File: config.mk
export PLATFORM = sky130hd
export DESIGN_NAME = decode_stage
export DESIGN_NICKNAME = d
export VERILOG_FILES = /design/src/rtl/core_pkg.sv /design/src/rtl/decode_lane.sv /design/src/rtl/decode_stage.sv
export SDC_FILE = /design/constraint.sdc
export NUM_CORES = 1
export LEC_CHECK = 0
export BUFFER_PORTS_ARGS = -buffer_cell sky130_fd_sc_hd__buf_2
export CAP_MARGIN = 20
export CORE_ASPECT_RATIO = 0.7
export CORE_MARGIN = 1.5
export CORE_UTILIZATION = 50
export DETAILED_ROUTE_END_ITERATION = 6
export PLACE_DENSITY = 0.88
export SYNTH_ARGS = -nofsm -noshare
export SYNTH_HDL_FRONTEND = slang
export SYNTH_HIERARCHICAL = 1
export SYNTH_SLANG_ARGS = --single-unit
export TNS_END_PERCENT = 5
File: constraint.sdc
create_clock -name clk -period 1.8 [get_ports clk]
set_input_delay 0 -clock clk [delete_from_list [all_inputs] [get_ports clk]]
set_output_delay 0 -clock clk [all_outputs]
set_load 0.02 [all_outputs]
File: src/rtl/core_pkg.sv
// ============================================================================
// Module : core_pkg
// Desc   : Shared RV32I decode types: micro-op struct, instruction classes,
//          opcode constants.
// Rev    : 1.0
// ============================================================================
`default_nettype none

package core_pkg;

  typedef enum logic [2:0] {
    TYPE_NONE = 3'd0,
    TYPE_U    = 3'd1,
    TYPE_J    = 3'd2,
    TYPE_B    = 3'd3,
    TYPE_I    = 3'd4,
    TYPE_S    = 3'd5,
    TYPE_R    = 3'd6
  } instr_type_e;

  localparam logic [6:0] OP_LUI    = 7'b0110111;
  localparam logic [6:0] OP_AUIPC  = 7'b0010111;
  localparam logic [6:0] OP_JAL    = 7'b1101111;
  localparam logic [6:0] OP_BRANCH = 7'b1100011;
  localparam logic [6:0] OP_JALR   = 7'b1100111;
  localparam logic [6:0] OP_LOAD   = 7'b0000011;
  localparam logic [6:0] OP_IMM    = 7'b0010011;
  localparam logic [6:0] OP_FENCE  = 7'b0001111;
  localparam logic [6:0] OP_SYSTEM = 7'b1110011;
  localparam logic [6:0] OP_STORE  = 7'b0100011;
  localparam logic [6:0] OP_REG    = 7'b0110011;

  typedef struct packed {
    logic [6:0]  op;
    logic [4:0]  rd;
    logic [4:0]  rs1;
    logic [4:0]  rs2;
    logic [2:0]  funct3;
    logic [6:0]  funct7;
    logic [31:0] imm;
    instr_type_e instr_type;
    logic [2:0]  alu_op;
    logic [31:0] pc;
    logic        lane_valid;
    logic        illegal;
  } uop_t;

endpackage

`default_nettype wire

File: src/rtl/decode_lane.sv
// ============================================================================
// Module : decode_lane
// Desc   : Combinational single-instruction RV32I decoder producing a uop_t.
// Rev    : 1.0
// ============================================================================
`default_nettype none

module decode_lane
  import core_pkg::*;
(
  input  logic [31:0] i_instr,
  input  logic [31:0] i_pc,
  input  logic        i_lane_valid,
  output uop_t        o_uop
);

  always_comb begin
    o_uop = '0;
    if (i_lane_valid) begin
      o_uop.lane_valid = 1'b1;
      o_uop.pc         = i_pc;
      o_uop.op         = i_instr[6:0];
      if (i_instr[1:0] != 2'b11) begin
        o_uop.illegal = 1'b1;
      end else begin
        case (i_instr[6:0])
          OP_LUI, OP_AUIPC: begin
            o_uop.instr_type = TYPE_U;
            o_uop.rd         = i_instr[11:7];
            o_uop.imm        = {i_instr[31:12], 12'h000};
          end
          OP_JAL: begin
            o_uop.instr_type = TYPE_J;
            o_uop.rd         = i_instr[11:7];
            o_uop.imm        = {{11{i_instr[31]}}, i_instr[31], i_instr[19:12],
                                i_instr[20], i_instr[30:21], 1'b0};
          end
          OP_BRANCH: begin
            o_uop.instr_type = TYPE_B;
            o_uop.rs1        = i_instr[19:15];
            o_uop.rs2        = i_instr[24:20];
            o_uop.funct3     = i_instr[14:12];
            o_uop.imm        = {{19{i_instr[31]}}, i_instr[31], i_instr[7],
                                i_instr[30:25], i_instr[11:8], 1'b0};
          end
          OP_JALR, OP_LOAD, OP_IMM, OP_FENCE, OP_SYSTEM: begin
            o_uop.instr_type = TYPE_I;
            o_uop.rd         = i_instr[11:7];
            o_uop.rs1        = i_instr[19:15];
            o_uop.funct3     = i_instr[14:12];
            o_uop.imm        = {{20{i_instr[31]}}, i_instr[31:20]};
            // Shift-immediates carry funct7 and a 5-bit unsigned shamt.
            if (i_instr[6:0] == OP_IMM && i_instr[13:12] == 2'b01) begin
              o_uop.funct7 = i_instr[31:25];
              o_uop.imm    = {27'd0, i_instr[24:20]};
            end
          end
          OP_STORE: begin
            o_uop.instr_type = TYPE_S;
            o_uop.rs1        = i_instr[19:15];
            o_uop.rs2        = i_instr[24:20];
            o_uop.funct3     = i_instr[14:12];
            o_uop.imm        = {{20{i_instr[31]}}, i_instr[31:25], i_instr[11:7]};
          end
          OP_REG: begin
            o_uop.instr_type = TYPE_R;
            o_uop.rd         = i_instr[11:7];
            o_uop.rs1        = i_instr[19:15];
            o_uop.rs2        = i_instr[24:20];
            o_uop.funct3     = i_instr[14:12];
            o_uop.funct7     = i_instr[31:25];
          end
          default: o_uop.illegal = 1'b1;
        endcase
      end
      o_uop.alu_op = (o_uop.instr_type == TYPE_S) ? 3'd0 : o_uop.funct3;
    end
  end

endmodule

`default_nettype wire

File: src/rtl/decode_stage.sv
// ============================================================================
// Module : decode_stage
// Desc   : Registered LANES-wide decode stage with valid/ready on both sides.
//          Define DECODE_SKID_EN to add a one-group skid buffer.
// Rev    : 1.0
// ============================================================================
`default_nettype none

module decode_stage
  import core_pkg::*;
#(
  parameter int LANES = 1
) (
  input  logic                  clk,
  input  logic                  rst_n,
  input  logic                  flush,
  input  logic                  in_valid,
  output logic                  in_ready,
  input  logic [LANES*32-1:0]   in_instr,
  input  logic [LANES*32-1:0]   in_pc,
  input  logic [LANES-1:0]      in_lane_valid,
  output logic                  out_valid,
  input  logic                  out_ready,
  output uop_t [LANES-1:0]      out_uop
);

  uop_t [LANES-1:0] w_uop;
  logic             w_in_fire;
  logic             w_out_free;
  logic             r_out_valid;
  uop_t [LANES-1:0] r_out_uop;

  generate
    for (genvar g = 0; g < LANES; g++) begin : g_lane
      decode_lane u_lane (
        .i_instr      (in_instr[g*32 +: 32]),
        .i_pc         (in_pc[g*32 +: 32]),
        .i_lane_valid (in_lane_valid[g]),
        .o_uop        (w_uop[g])
      );
    end
  endgenerate

  assign w_in_fire  = in_valid && in_ready;
  assign w_out_free = !r_out_valid || out_ready;
  assign out_valid  = r_out_valid;
  assign out_uop    = r_out_uop;

`ifdef DECODE_SKID_EN
  logic             r_skid_full;
  uop_t [LANES-1:0] r_skid_uop;

  // Ready comes straight from a flop, breaking the out_ready -> in_ready path.
  assign in_ready = !r_skid_full;

  always_ff @(posedge clk or negedge rst_n) begin
    if (!rst_n) begin
      r_out_valid <= 1'b0;
      r_out_uop   <= '0;
      r_skid_full <= 1'b0;
      r_skid_uop  <= '0;
    end else if (flush) begin
      r_out_valid <= 1'b0;
      r_skid_full <= 1'b0;
    end else if (w_out_free) begin
      if (r_skid_full) begin
        r_out_uop   <= r_skid_uop;
        r_out_valid <= 1'b1;
        r_skid_full <= 1'b0;
      end else if (w_in_fire) begin
        r_out_uop   <= w_uop;
        r_out_valid <= 1'b1;
      end else begin
        r_out_valid <= 1'b0;
      end
    end else if (w_in_fire) begin
      r_skid_uop  <= w_uop;
      r_skid_full <= 1'b1;
    end
  end
`else
  assign in_ready = w_out_free;

  always_ff @(posedge clk or negedge rst_n) begin
    if (!rst_n) begin
      r_out_valid <= 1'b0;
      r_out_uop   <= '0;
    end else if (flush) begin
      r_out_valid <= 1'b0;
    end else if (w_in_fire) begin
      r_out_uop   <= w_uop;
      r_out_valid <= 1'b1;
    end else if (out_ready) begin
      r_out_valid <= 1'b0;
    end
  end
`endif

endmodule

`default_nettype wire

Word-level counts from Yosys, hierarchy flattened
Index checks and enable logic that the tools add are counted.
{"block": "classes", "eq_ne": 14, "n_mux": 17, "bitwise": 1, "reduce_logical": 12}
{"op": "one-hot mux 32 bit (5 select lines)", "count": 1}
{"op": "two-way mux 60 bit", "count": 2}
{"op": "two-way mux 104 bit", "count": 1}
{"op": "two-way mux 39 bit", "count": 1}
{"op": "== test 7 bit, second input constant", "count": 4}
{"op": "== test 7 x 6 -> 1 bit, second input constant", "count": 3}
{"op": "one-hot mux 3 bit (6 select lines)", "count": 1}
{"op": "two-way mux 5 bit", "count": 3}
{"op": "== test 7 x 5 -> 1 bit, second input constant", "count": 2}
{"op": "one-hot mux 7 bit (2 select lines)", "count": 1}
{"op": "OR reduction 11 bit", "count": 1}
{"op": "OR reduction 9 bit", "count": 1}
{"op": "OR reduction 8 bit", "count": 1}
{"op": "== test 7 x 2 -> 1 bit, second input constant", "count": 1}
{"op": "== test 7 x 4 -> 1 bit, second input constant", "count": 1}
{"op": "two-way mux 3 bit", "count": 2}
{"op": "two-way mux 1 bit", "count": 5}
{"op": "OR reduction 5 bit", "count": 1}
{"op": "== test 3 bit, second input constant", "count": 1}
{"op": "nonzero test 3 bit", "count": 1}
{"op": "OR reduction 3 bit", "count": 1}
{"op": "== test 2 x 1 -> 1 bit, second input constant", "count": 1}
{"op": "logical AND 1 bit", "count": 2}
{"op": "inequality test 2 bit, second input constant", "count": 1}
{"op": "5 further kinds", "count": 5}
{"block": "word_totals", "reg_bits": 105, "out_inout_bits": 106}

Longest topological paths before layout
{"block": "logic_depth", "ltp_word": 9, "depth_mapped": 8, "depth_no_buf": 6}

Hierarchy
The synthesis kept the hierarchy.
{"mod": "decode_stage", "n_inst": 1, "cells_per_inst": 225, "area_each_um2": 3932.5, "seq_area_each_um2": 2627.5}
{"mod": "decode_lane", "n_inst": 1, "cells_per_inst": 215, "area_each_um2": 1223.7, "seq_area_each_um2": 0.0}

Worst setup path before layout
Ideal clock, no wire load.
{"block": "synth_path", "path_type": "input to register", "start": "input in_instr[6]", "end": "register r_out_uop (netlist bit out_uop[60])", "setup_time_ns": 0.127, "arrival_ns": 1.736, "t_required_ns": 1.673, "setup_slack_ns": -0.064, "stages": 8, "path_buffers": 2, "path_cell_list": "buf_6 or4b_4 nor4b_4 o21ba_2 o211ai_2 buf_6 a21oi_1 mux2_1"}
{"element": "start: declaration", "line_no": "decode_stage.sv:19", "rtl": "input logic [LANES*32-1:0] in_instr,"}
{"element": "end signal: assignment", "line_no": "decode_stage.sv:91", "rtl": "r_out_uop <= w_uop;"}
{"element": "end: declaration", "line_no": "decode_stage.sv:31", "rtl": "uop_t [LANES-1:0] r_out_uop;"}

==> flow_summary.toml <==
[run_status]
status = "complete, no violations"

[cells_and_area]
syn_to_final_growth_pct = 36.5
multiInputGateArea_um2 = 2310
fin_util_pct = 71.3
layout-drive-gt1-share_pct = 41.8
diodes = 0
nFillCells = 682
final-seq-area_um2 = 2630
final_area_um2 = 7040
nets = 737
fin_cells = 800

[timing]
slew_headroom_pct = 38.2
max_freq_mhz = 596
hold_violations = 0
setup_violations = 0
finalCriticalPeriod_ns = 1.68
final.setup_skew_ns = 0.00820
rsz0062_at_grt = "false"
fin_crit_sh_pct = 93.2
fin_hold_ws_ns = 0.00440
tightest_slew_ns = 0.927
setup_tns_ns = 0
finalMaxSlewViolations = 0
setup_ws_ns = 0.122

[synthesis]
synth_ff_type = "dfrtp_1"
synth_edf_count = 0
ys_seq_elements = 105
synthesis.nets = 510
synth.most_common_cell = "dfrtp_1"
avgSynthCellArea_um2 = 11.7
syn_inst = 440
synth_area_leaders = "dfrtp_1 51%, mux2_1 13%, mux2_2 9.6%"
synth_top_area_share_pct = 51.0
synth_warnings = 6
synth_largest_area_cell = "dfrtp_1"
synth_common_cells = "105 x dfrtp_1, 60 x and2_1, 60 x mux2_1"
synth_cell_types = 42
yosysSeqAreaShare_pct = 51.0
async_reset_ff_share_pct = 100
syn_area_um2 = 5160

[setup_path]
critPathBufInv = 2
slowest_stage = "or4b_4"
cpLargestDelayFamily = "simple AND/OR/NAND/NOR gates"
end_kind = "flop"
start_kind = "input pin"
path_max_fanout = 11
ff2ff_setup_slack_ns = 0.12
crit_path_cell_trace = "buf_2 > or4b_4 > nor4b_4 > o21ba_4 > o211ai_2 > buf_4 > a21oi_1 > mux2_1"
timing.rr.end = "out_uop[4]"
reg2regPathDepth = 5
path_class = "input pin to flop"
crit_arrival_ns = 1.91
rr_startpoint = "out_valid"
critPathMaxStageDelay_ns = 0.56
worst_ep_required_time_ns = 2.03

[global_routing]
antenna_found_initial = 0
grt_pass1_wl_um = 22700
grt_usage_pct = 26.4
grt_max_degree = 39
grt_pass1_vias = 4366
overflow = 0

[hold_path]
hold-path-endpoint = "out_uop[90]"
hold_path_class = "input pin to flop"
whs_path_depth = 3
hold_start = "in_instr[18]"

[placement]
gp_congestion = 0.919
place_area_um2 = 6380
place_inst = 747
io_buffers = 175
hpwl_um = 10000
place_ws_ns = -0.228

[floorplan]
initial_utilization_pct = 52.2
core-area_um2 = 9870
core.rowCount = 30
dieArea_um2 = 10900
pin_count = 176
die_x_um = 124
die_h_um = 88.0

[clock_tree]
tritoncts = "built"
clkTransAtPathRegs_ns = 0.07
clock_path_buffers = 2
numCtsBuffers = 9
cts_resized = 0
htree_num_levels = 3
insertion_delay_ns = 0.35
clkSinkCount = 105
root_buffer = "clkbuf_16"

[route]
wl_um = 14300
dr.pass1.iters = 5
postRouteAntennaNets = 0
vias = 4282
routed_via_density = 5.35
drc = 0
drt_iter0_drc = 286
wl_per_cell_um = 17.9

[pwr]
p_leak_nw = 3.82
p_per_area_nw_per_um2 = 797
ir_worst_vdd_uv = 522
p_total_mw = 5.61

[job]
cap_violations = 0
==> worst reg2reg max path, stage by stage, from the launching register on <==
cell and delay (ns):
dfrtp_1 0.39, nor2b_2 0.19, nor3b_4 0.21, buf_12 0.19, buf_12 0.20, mux2_2 0.37
==> worst max-delay path by stage <==
stage	cells after the start	to	start	slack, ns
CTS	8	out_uop[67]	in_instr[3]	0.13
floorplan	8	out_uop[60]	in_instr[6]	-0.06
global route	5	out_uop[56]	out_valid	0.03
global placement	8	out_uop[70]	in_instr[3]	-0.14
detailed placement	8	out_uop[67]	in_instr[3]	-0.23
finish	8	out_uop[67]	in_instr[3]	0.12
==> what timing repair did <==
action,4_1_cts,5_1_grt
setup buffers,0,5
endpoints found under the hold margin,66,0
endpoints found under the setup margin,0,1
hold buffers,32,0
==> state kept, by name (all words and copies together), names as in the netlist <==
register	count
out_uop	104
out_valid	1
==> layer usage <==
metal  wire (um)  up-vias  track usage (%)
met5           0        -                0
met4         305        0             8.57
met3         957       28             6.90
met2        6920      174             44.1
met1        6130     2114             34.2
li1            -     1966                -
==> where the power goes <==
group / switching (mW) / internal, mW
registers: 0.0730 / 2.50
logic: 0.565 / 0.455
clock network: 0.862 / 1.15
total: 1.50 / 4.11
==> cell usage in the layout, fill, tap and decap left out, drive strengths merged, types with 2 or more instances in the layout <==
cell type / netlist / layout
buf: 17 / 213
dfrtp: 105 / 105
mux2: 104 / 104
and2: 60 / 60
dlygate4sd3: 0 / 32
nand2: 25 / 25
a21oi: 25 / 25
nor2: 19 / 19
and3: 14 / 14
clkbuf: 12 / 11
inv: 10 / 10
o21ai: 9 / 9
nand3: 4 / 4
a22o: 4 / 4
clkinv: 0 / 4
nor2b: 3 / 3
nand3b: 2 / 2
a21boi: 2 / 2
nor3: 2 / 2
o22ai: 2 / 2
a2bb2oi: 2 / 2
nor3b: 2 / 2
==> kinds of logic (layout without fill, tap and decap cells) <==
family	Yosys count	in the layout	synth area share [%]
simple gates	139	139	15.6
flops	105	105	51.0
mux	104	104	22.7
compound gates	51	51	6.09
buf+inv	39	271	4.32
xor+xnor	2	2	0.340
==> final cells by class <==
cell class / instances / area share (%)
sequential: 105 / 37.3
inverter: 10 / 0.533
clock inverter: 5 / 0.764
multi-input combinational: 296 / 32.8
tap: 128 / 2.27
clock buffer: 11 / 3.59
timing repair buffer: 245 / 22.7
(Power assumes the default switching activity.)
